### config.mk
export PLATFORM = sky130hd
export DESIGN_NAME = alarm_controller_flat
export DESIGN_NICKNAME = d
export VERILOG_FILES = /design/src/rtl/alarm_controller_if.sv /design/src/rtl/alarm_controller.sv /design/src/flat_wrapper.sv
export SDC_FILE = /design/constraint.sdc
export NUM_CORES = 1
export LEC_CHECK = 0
export CAP_MARGIN = 20
export CORE_AREA = 2 2 84 86
export DETAILED_ROUTE_END_ITERATION = 12
export DIE_AREA = 0 0 86 88
export PLACE_DENSITY = 0.55
export SYNTH_ARGS = -nofsm -noshare
export SYNTH_HDL_FRONTEND = slang
export SYNTH_SLANG_ARGS = --single-unit
### constraint.sdc
create_clock -name clk -period 3.28 [get_ports clk]
set_input_delay 0.656 -clock clk [delete_from_list [all_inputs] [get_ports clk]]
set_output_delay 0.656 -clock clk [all_outputs]
set_load 0.005 [all_outputs]
### src/rtl/alarm_controller_if.sv
// Bus between the alarm controller and its surroundings: current time digits,
// user controls, stored-alarm digits for the display and the alarm status outputs.
interface alarm_controller_if;
  logic       tick_1hz;
  logic       alarm_en;
  logic       set_alarm;
  logic [5:0] alarm_mins;
  logic [4:0] alarm_hrs;
  logic       snooze_btn;
  logic       stop_btn;
  logic [3:0] sec_units;
  logic [3:0] min_units;
  logic [3:0] hour_units;
  logic [2:0] sec_tens;
  logic [2:0] min_tens;
  logic [2:0] hour_tens;
  logic [3:0] al_min_units;
  logic [3:0] al_hour_units;
  logic [2:0] al_min_tens;
  logic [2:0] al_hour_tens;
  logic       alarm_ringing;
  logic       buzzer;
  logic       snooze_active;

  // Drives time/controls, observes alarm digits and status.
  modport master (
    output tick_1hz, alarm_en, set_alarm, alarm_mins, alarm_hrs, snooze_btn, stop_btn,
    output sec_units, min_units, hour_units, sec_tens, min_tens, hour_tens,
    input  al_min_units, al_hour_units, al_min_tens, al_hour_tens,
    input  alarm_ringing, buzzer, snooze_active
  );

  // The alarm controller itself.
  modport slave (
    input  tick_1hz, alarm_en, set_alarm, alarm_mins, alarm_hrs, snooze_btn, stop_btn,
    input  sec_units, min_units, hour_units, sec_tens, min_tens, hour_tens,
    output al_min_units, al_hour_units, al_min_tens, al_hour_tens,
    output alarm_ringing, buzzer, snooze_active
  );
endinterface

### src/rtl/alarm_controller.sv
// Alarm controller: stores an alarm time as BCD, detects the HH:MM:00 match against
// the running clock and sequences ringing, snoozing and stopping of the buzzer.
module alarm_controller #(
  parameter int unsigned SNOOZE_MIN     = 5,
  parameter int unsigned RING_TIMEOUT_S = 60,
  parameter int unsigned MAX_SNOOZE     = 3
) (
  input logic               clk,
  input logic               reset,
  alarm_controller_if.slave bus
);

  localparam int unsigned SnoozeTicks = SNOOZE_MIN * 60;
  localparam int unsigned RingW       = $clog2(RING_TIMEOUT_S + 1);
  localparam int unsigned TmrW        = $clog2(SnoozeTicks + 1);
  localparam int unsigned SnzW        = $clog2(MAX_SNOOZE + 1);

  typedef enum logic [1:0] {StIdle, StArmed, StRinging, StSnooze} state_e;

  state_e           state_q, state_d;
  logic [RingW-1:0] ring_cnt_q, ring_cnt_d;
  logic [TmrW-1:0]  tmr_q, tmr_d;
  logic [SnzW-1:0]  snooze_cnt_q, snooze_cnt_d;
  logic             buzzer_q, buzzer_d;
  logic             match_d_q, match_d_d;
  logic [3:0]       al_min_units_q, al_min_units_d;
  logic [2:0]       al_min_tens_q, al_min_tens_d;
  logic [3:0]       al_hour_units_q, al_hour_units_d;
  logic [2:0]       al_hour_tens_q, al_hour_tens_d;

  logic set_valid;
  logic match;
  logic trig;

  // Alarm time capture with range check and binary-to-BCD conversion.
  always_comb begin
    set_valid       = bus.set_alarm && (bus.alarm_mins <= 6'd59) && (bus.alarm_hrs <= 5'd23);
    al_min_units_d  = al_min_units_q;
    al_min_tens_d   = al_min_tens_q;
    al_hour_units_d = al_hour_units_q;
    al_hour_tens_d  = al_hour_tens_q;
    if (set_valid) begin
      al_min_units_d  = 4'(bus.alarm_mins % 6'd10);
      al_min_tens_d   = 3'(bus.alarm_mins / 6'd10);
      al_hour_units_d = 4'(bus.alarm_hrs % 5'd10);
      al_hour_tens_d  = 3'(bus.alarm_hrs / 5'd10);
    end
  end

  // Time-of-day match and its rising edge, so a held 00 second triggers only once.
  always_comb begin
    match = (bus.hour_tens == al_hour_tens_q) && (bus.hour_units == al_hour_units_q) &&
            (bus.min_tens == al_min_tens_q) && (bus.min_units == al_min_units_q) &&
            (bus.sec_tens == 3'd0) && (bus.sec_units == 4'd0);
    trig      = match && !match_d_q;
    match_d_d = match;
  end

  // Next-state logic; later overrides implement set_alarm and alarm_en priority.
  always_comb begin
    state_d      = state_q;
    ring_cnt_d   = ring_cnt_q;
    tmr_d        = tmr_q;
    snooze_cnt_d = snooze_cnt_q;
    unique case (state_q)
      StIdle: begin
        if (bus.alarm_en) state_d = StArmed;
      end
      StArmed: begin
        if (trig) begin
          state_d      = StRinging;
          ring_cnt_d   = '0;
          snooze_cnt_d = '0;
        end
      end
      StRinging: begin
        if (bus.stop_btn) begin
          state_d = StArmed;
        end else if (bus.snooze_btn) begin
          if (snooze_cnt_q < SnzW'(MAX_SNOOZE)) begin
            state_d      = StSnooze;
            snooze_cnt_d = snooze_cnt_q + 1'b1;
            tmr_d        = '0;
          end else begin
            state_d = StArmed;
          end
        end else if (bus.tick_1hz) begin
          if (ring_cnt_q == RingW'(RING_TIMEOUT_S - 1)) state_d = StArmed;
          else ring_cnt_d = ring_cnt_q + 1'b1;
        end
      end
      StSnooze: begin
        if (bus.stop_btn) begin
          state_d = StArmed;
        end else if (bus.tick_1hz) begin
          if (tmr_q == TmrW'(SnoozeTicks - 1)) begin
            state_d    = StRinging;
            ring_cnt_d = '0;
          end else begin
            tmr_d = tmr_q + 1'b1;
          end
        end
      end
      default: state_d = StIdle;
    endcase
    // A new alarm time cancels any ring/snooze in progress and suppresses a same-cycle trig.
    if (set_valid && state_q != StIdle) state_d = StArmed;
    if (!bus.alarm_en) state_d = StIdle;
  end

  // Buzzer toggles per tick only while staying in RINGING; starts low on entry.
  always_comb begin
    buzzer_d = 1'b0;
    if (state_q == StRinging && state_d == StRinging) begin
      buzzer_d = bus.tick_1hz ? ~buzzer_q : buzzer_q;
    end
  end

  // State and datapath registers.
  always_ff @(posedge clk) begin
    if (reset) begin
      state_q         <= StIdle;
      ring_cnt_q      <= '0;
      tmr_q           <= '0;
      snooze_cnt_q    <= '0;
      buzzer_q        <= 1'b0;
      match_d_q       <= 1'b0;
      al_min_units_q  <= '0;
      al_min_tens_q   <= '0;
      al_hour_units_q <= '0;
      al_hour_tens_q  <= '0;
    end else begin
      state_q         <= state_d;
      ring_cnt_q      <= ring_cnt_d;
      tmr_q           <= tmr_d;
      snooze_cnt_q    <= snooze_cnt_d;
      buzzer_q        <= buzzer_d;
      match_d_q       <= match_d_d;
      al_min_units_q  <= al_min_units_d;
      al_min_tens_q   <= al_min_tens_d;
      al_hour_units_q <= al_hour_units_d;
      al_hour_tens_q  <= al_hour_tens_d;
    end
  end

  assign bus.al_min_units  = al_min_units_q;
  assign bus.al_min_tens   = al_min_tens_q;
  assign bus.al_hour_units = al_hour_units_q;
  assign bus.al_hour_tens  = al_hour_tens_q;
  assign bus.alarm_ringing = (state_q == StRinging);
  assign bus.snooze_active = (state_q == StSnooze);
  assign bus.buzzer        = buzzer_q;

endmodule

### src/flat_wrapper.sv
// flat-port wrapper written by rule: the top's interface ports become plain ports
module alarm_controller_flat 
#(
  parameter int unsigned SNOOZE_MIN     = 5,
  parameter int unsigned RING_TIMEOUT_S = 60,
  parameter int unsigned MAX_SNOOZE     = 3
)
  (clk, reset, bus_tick_1hz, bus_alarm_en, bus_set_alarm, bus_alarm_mins, bus_alarm_hrs, bus_snooze_btn, bus_stop_btn, bus_sec_units, bus_min_units, bus_hour_units, bus_sec_tens, bus_min_tens, bus_hour_tens, bus_al_min_units, bus_al_hour_units, bus_al_min_tens, bus_al_hour_tens, bus_alarm_ringing, bus_buzzer, bus_snooze_active);
  alarm_controller_if bus_i ();
  input logic clk;
  input logic reset;
  input wire logic [$bits(bus_i.tick_1hz)-1:0] bus_tick_1hz;
  input wire logic [$bits(bus_i.alarm_en)-1:0] bus_alarm_en;
  input wire logic [$bits(bus_i.set_alarm)-1:0] bus_set_alarm;
  input wire logic [$bits(bus_i.alarm_mins)-1:0] bus_alarm_mins;
  input wire logic [$bits(bus_i.alarm_hrs)-1:0] bus_alarm_hrs;
  input wire logic [$bits(bus_i.snooze_btn)-1:0] bus_snooze_btn;
  input wire logic [$bits(bus_i.stop_btn)-1:0] bus_stop_btn;
  input wire logic [$bits(bus_i.sec_units)-1:0] bus_sec_units;
  input wire logic [$bits(bus_i.min_units)-1:0] bus_min_units;
  input wire logic [$bits(bus_i.hour_units)-1:0] bus_hour_units;
  input wire logic [$bits(bus_i.sec_tens)-1:0] bus_sec_tens;
  input wire logic [$bits(bus_i.min_tens)-1:0] bus_min_tens;
  input wire logic [$bits(bus_i.hour_tens)-1:0] bus_hour_tens;
  output wire logic [$bits(bus_i.al_min_units)-1:0] bus_al_min_units;
  output wire logic [$bits(bus_i.al_hour_units)-1:0] bus_al_hour_units;
  output wire logic [$bits(bus_i.al_min_tens)-1:0] bus_al_min_tens;
  output wire logic [$bits(bus_i.al_hour_tens)-1:0] bus_al_hour_tens;
  output wire logic [$bits(bus_i.alarm_ringing)-1:0] bus_alarm_ringing;
  output wire logic [$bits(bus_i.buzzer)-1:0] bus_buzzer;
  output wire logic [$bits(bus_i.snooze_active)-1:0] bus_snooze_active;
  assign bus_i.tick_1hz = bus_tick_1hz;
  assign bus_i.alarm_en = bus_alarm_en;
  assign bus_i.set_alarm = bus_set_alarm;
  assign bus_i.alarm_mins = bus_alarm_mins;
  assign bus_i.alarm_hrs = bus_alarm_hrs;
  assign bus_i.snooze_btn = bus_snooze_btn;
  assign bus_i.stop_btn = bus_stop_btn;
  assign bus_i.sec_units = bus_sec_units;
  assign bus_i.min_units = bus_min_units;
  assign bus_i.hour_units = bus_hour_units;
  assign bus_i.sec_tens = bus_sec_tens;
  assign bus_i.min_tens = bus_min_tens;
  assign bus_i.hour_tens = bus_hour_tens;
  assign bus_al_min_units = bus_i.al_min_units;
  assign bus_al_hour_units = bus_i.al_hour_units;
  assign bus_al_min_tens = bus_i.al_min_tens;
  assign bus_al_hour_tens = bus_i.al_hour_tens;
  assign bus_alarm_ringing = bus_i.alarm_ringing;
  assign bus_buzzer = bus_i.buzzer;
  assign bus_snooze_active = bus_i.snooze_active;
  alarm_controller #(.SNOOZE_MIN(SNOOZE_MIN), .RING_TIMEOUT_S(RING_TIMEOUT_S), .MAX_SNOOZE(MAX_SNOOZE)) u_core (.clk(clk), .reset(reset), .bus(bus_i));
endmodule
==> out/summary.md <==
* **slew at the pin closest to its max-slew limit** 0.521 ns
* **initial antenna violation count** 0
* **Net Switching** 0.243 mW
* **register area share after synthesis** 32.0%
* **Critical Path Start Type** input port
* **sink of the worst hold path** u_core.snooze_cnt_q[1]$_SDFFE_PP0P_
* **Max-Cap Viols** 0
* **met1 layer wirelength in the final routing** 2.43 mm
* **share of synthesized flip-flops with an asynchronous set or reset** 0%
* **Max Used Layer** met4
* **hold buffers post-CTS** 0
* **Yosys warnings** 0
* **final number of max-transition violations** 0
* **number of flops mapped to enable cells by yosys** 0
* **Area after DPL** 0.00276 sq mm
* **endpoint of the lowest-slack register-to-register path** u_core.ring_cnt_q[3]$_SDFFE_PP0P_
* **area of all placed cells without fillers** 0.00285 sq mm
* **number of buffer cells added on primary ports** 54
* **number of nets produced by synthesis** 309
* **net count reported at finish** 365
* **run status** complete, no violations
* **number of global-route vias before repair** 1869
* **setup repair after global routing missed its margin** false
* **number of iterations in the first detailed-routing pass** 4
* **area share of the largest cell type after synthesis** 32.0%
* **Setup-failing EPs final** 0
* **number of buffers between clock root and the deepest sink** 2
* **crit end category** flop
* **Clock Sinks** 34
* **area added between synthesis and finish** 34.0%
* **CTS Buf Count** 5
* **vias per std cell** 5.10
* **post-detailed-route wirelength per cell** 12.5 um
* **sequential share of power** 46.2%
* **post-DP HPWL** 3.91 mm
* **cell type with the largest total area after synthesis** dfxtp_1
* **level count of the clock H-tree** 2
* **number of fillers in the final layout** 682
* **fraction of the cycle the final worst path needs** 88.5%
* **clock share of power** 33.2%
* **effective utilization at floorplan** 32.0%
* **Final Power** 0.951 mW
* **worst min path class** reg -> reg
* **post-cts gate resize count** 0
* **total routing usage reported by global routing** 13.7%
* **die area** 0.00757 sq mm
* **wire length on met2** 2.27 mm
* **leakage dissipation** 1.03 nW
* **proportion of power drawn by combinational gates** 20.5%
* **GPL Wtd Cong** 0.790
* **number of rows created at floorplan** 30
* **highest fanout seen on the critical path** 9
* **maximum resistive drop on vdd** 133 uV
* **CTS tree** yes
* **# diodes** 0
* **Critical path origin** bus_sec_tens[2]
* **total count of hold-check failures in the final report** 0
* **post-synthesis cell count** 264
* **Vert. Die Dim** 88 um
* **first-pass GRT wire length** 8.41 mm
* **maximum achievable frequency** 344 MHz
* **predominant post-synthesis flop cell** dfxtp_1
* **r2r setup slk** 0.92 ns
* **clock transition at the registers of the reported paths** 0.07 ns
* **cell count of the worst hold path** 2
* **Post-CTS Setup Repair Bufs** 0
* **data required time at the worst endpoint** 3.49 ns
* **mean area per synthesized cell** 8.05 sq um
* **top cells by area in the synthesized netlist** dfxtp_1 32%, xnor2_1 6.2%, nor2_1 4.9%, a21oi_1 4.5%, nand2_1 4.4%
* **via count** 2047
* **worst-case reg-to-reg path depth** 6
* **maximum clock skew at final layout** 0.00264 ns
* **DR WL met3** 251 um
* **I/O pins** 56
* **HP Start** u_core.snooze_cnt_q[1]$_SDFFE_PP0P_
* **final critical delay including setup and external delays** 2.90 ns
* **critical path type** in -> reg
* **power density over cell area** 334 mW/mm^2
* **floorplan die width** 86 um
* **core area** 0.00664 sq mm
* **post-synthesis instance area** 0.00213 sq mm
* **Clk Tree Root Cell** clkbuf_8
* **sum of negative setup slack** 0 ns
* **Clk Latency, worst-skew pair** 0.28 ns
* **share of final-layout standard cells stronger than drive strength 1** 8.10%
* **gr ovfl total** 0
* **flops & latches, synth** 34
* **unique cell type count in the Yosys netlist** 50
* **Net Sw Frac** 25.5%
* **total DRC errors in the routed layout** 0
* **maximum number of pins on one net before global-route repair** 14
* **startpoint of the worst-slack reg-to-reg timing path** u_core.bus.al_min_units[3]$_SDFFE_PP0P_
* **total wire length after detailed routing** 5.00 mm
* **number of design-rule violations left by the first detailed-router iteration** 62
* **Internal Power** 0.708 mW
* **number of antenna-violating nets in the routed design** 0
* **tightest slew margin relative to the limit** 65.1%
* **crit path DAT** 3.12 ns
[power by group through the flow]
stage / registers, mW / clock network, mW / logic (mW)
2_1_floorplan: 0.446 / 0 / 0.0968
3_3_place_gp: 0.450 / 0 / 0.196
3_5_place_dp: 0.449 / 0 / 0.197
4_1_cts: 0.440 / 0.329 / 0.197
5_1_grt: 0.442 / 0.351 / 0.216
6_report: 0.440 / 0.316 / 0.195
[worst max path at each step]
stage / endpoint / slack (ns)
after global placement: u_core.ring_cnt_q[5]$_SDFFE_PP0P_ / 0.16
after global routing: u_core.ring_cnt_q[3]$_SDFFE_PP0P_ / 0.22
final: u_core.ring_cnt_q[3]$_SDFFE_PP0P_ / 0.38
after CTS: u_core.ring_cnt_q[3]$_SDFFE_PP0P_ / 0.35
after floorplan: u_core.bus.al_min_units[3]$_SDFFE_PP0P_ / 0.64
after detailed placement: u_core.ring_cnt_q[3]$_SDFFE_PP0P_ / 0.03
[cells by family (layout without fill, tap and decap cells)]
family,after synthesis,after routing,synth area share [%]
and+or+nand+nor,114,114,28.4
AOI/OAI and AO/OA,57,57,18.2
DFF,34,34,32.0
xor gates and xnor gates,24,24,9.89
buffers and inverters,22,79,4.83
adders and majority gates,7,7,4.00
muxes,5,5,2.53
other,1,1,0.176
[cell usage after synthesis (2+ instances only)]
| master | number |
|---|---|
| nand2_1 | 25 |
| xor2_1 | 9 |
| ha_1 | 6 |
| dfxtp_1 | 34 |
| mux2_2 | 3 |
| buf_1 | 2 |
| or4_1 | 3 |
| and3_1 | 5 |
| a41oi_1 | 3 |
| nand4_1 | 12 |
| inv_1 | 9 |
| and4_1 | 2 |
| o31ai_1 | 3 |
| nor2b_1 | 4 |
| nor4_1 | 2 |
| mux2i_1 | 2 |
| nor3_1 | 4 |
| or3_1 | 3 |
| nor4bb_1 | 2 |
| a21oi_1 | 19 |
| a211oi_1 | 8 |
| o211ai_1 | 2 |
| nand3_1 | 7 |
| xnor2_1 | 15 |
| a31oi_1 | 4 |
| buf_6 | 2 |
| and2_1 | 2 |
| clkbuf_1 | 7 |
| nand2b_1 | 10 |
| o21ai_0 | 6 |
| a21boi_0 | 2 |
| nor2_1 | 28 |
| nor4_2 | 2 |
[flip-flops by register name, indices dropped and copies added, names as in the netlist]
name and cells:
u_core.bus.al_hour_units 4, u_core.bus.al_min_units 4, u_core.snooze_cnt_q 2, u_core.bus.buzzer 1, u_core.ring_cnt_q 6, u_core.state_q 2
u_core.tmr_q 9, u_core.bus.al_hour_tens 2, u_core.bus.al_min_tens 3, u_core.match_d_q 1
[routing by layer]
| metal | up-vias | GRT usage [%] |
|---|---|---|
| met2 | 49 | 23.2 |
| met4 | 0 | 3.90 |
| met3 | 4 | 3.11 |
| met5 | - | 0 |
| met1 | 933 | 17.5 |
| li1 | 1061 | - |
[stage by stage]
stage,std cells,util [%],worst slack (ns),hold WS [ns]
2_1_floorplan,264,-,0.640,0.448
5_1_grt,401,42.9,0.216,0.504
6_report,401,42.9,0.376,0.481
3_5_place_dp,393,41.5,0.0325,0.469
3_3_place_gp,393,41.5,0.157,0.464
4_1_cts,401,42.9,0.345,0.481
[cell usage in the layout (no fill, tap or decap), types with 7 or more instances in the layout]
master	synthesis	final
clkdlybuf4s50_1	0	54
dfxtp_1	34	34
nor2_1	28	28
nand2_1	25	25
a21oi_1	19	19
xnor2_1	15	15
nand4_1	12	12
nand2b_1	10	10
inv_1	9	9
xor2_1	9	9
a211oi_1	8	8
buf_4	1	8
nand3_1	7	7
[critical path, stage by stage]
cell and delay (ns):
clkdlybuf4s50_1 0.41, nor4_2 0.28, nand4_1 0.14, or4_1 0.65
o31a_4 0.36, or4_1 0.47, a21oi_1 0.15
[layout make-up]
type,instances,area (sq um),share of cell area [%]
clock inverter,1,5.00,0.176
inverter,9,33.8,1.19
multi-input combinational,208,1340,47.1
sequential,34,681,23.9
clock buffer,7,86.3,3.03
timing repair buffer,62,601,21.1
tap,80,100,3.51
No activity file was read; power rests on OpenSTA's default activity.
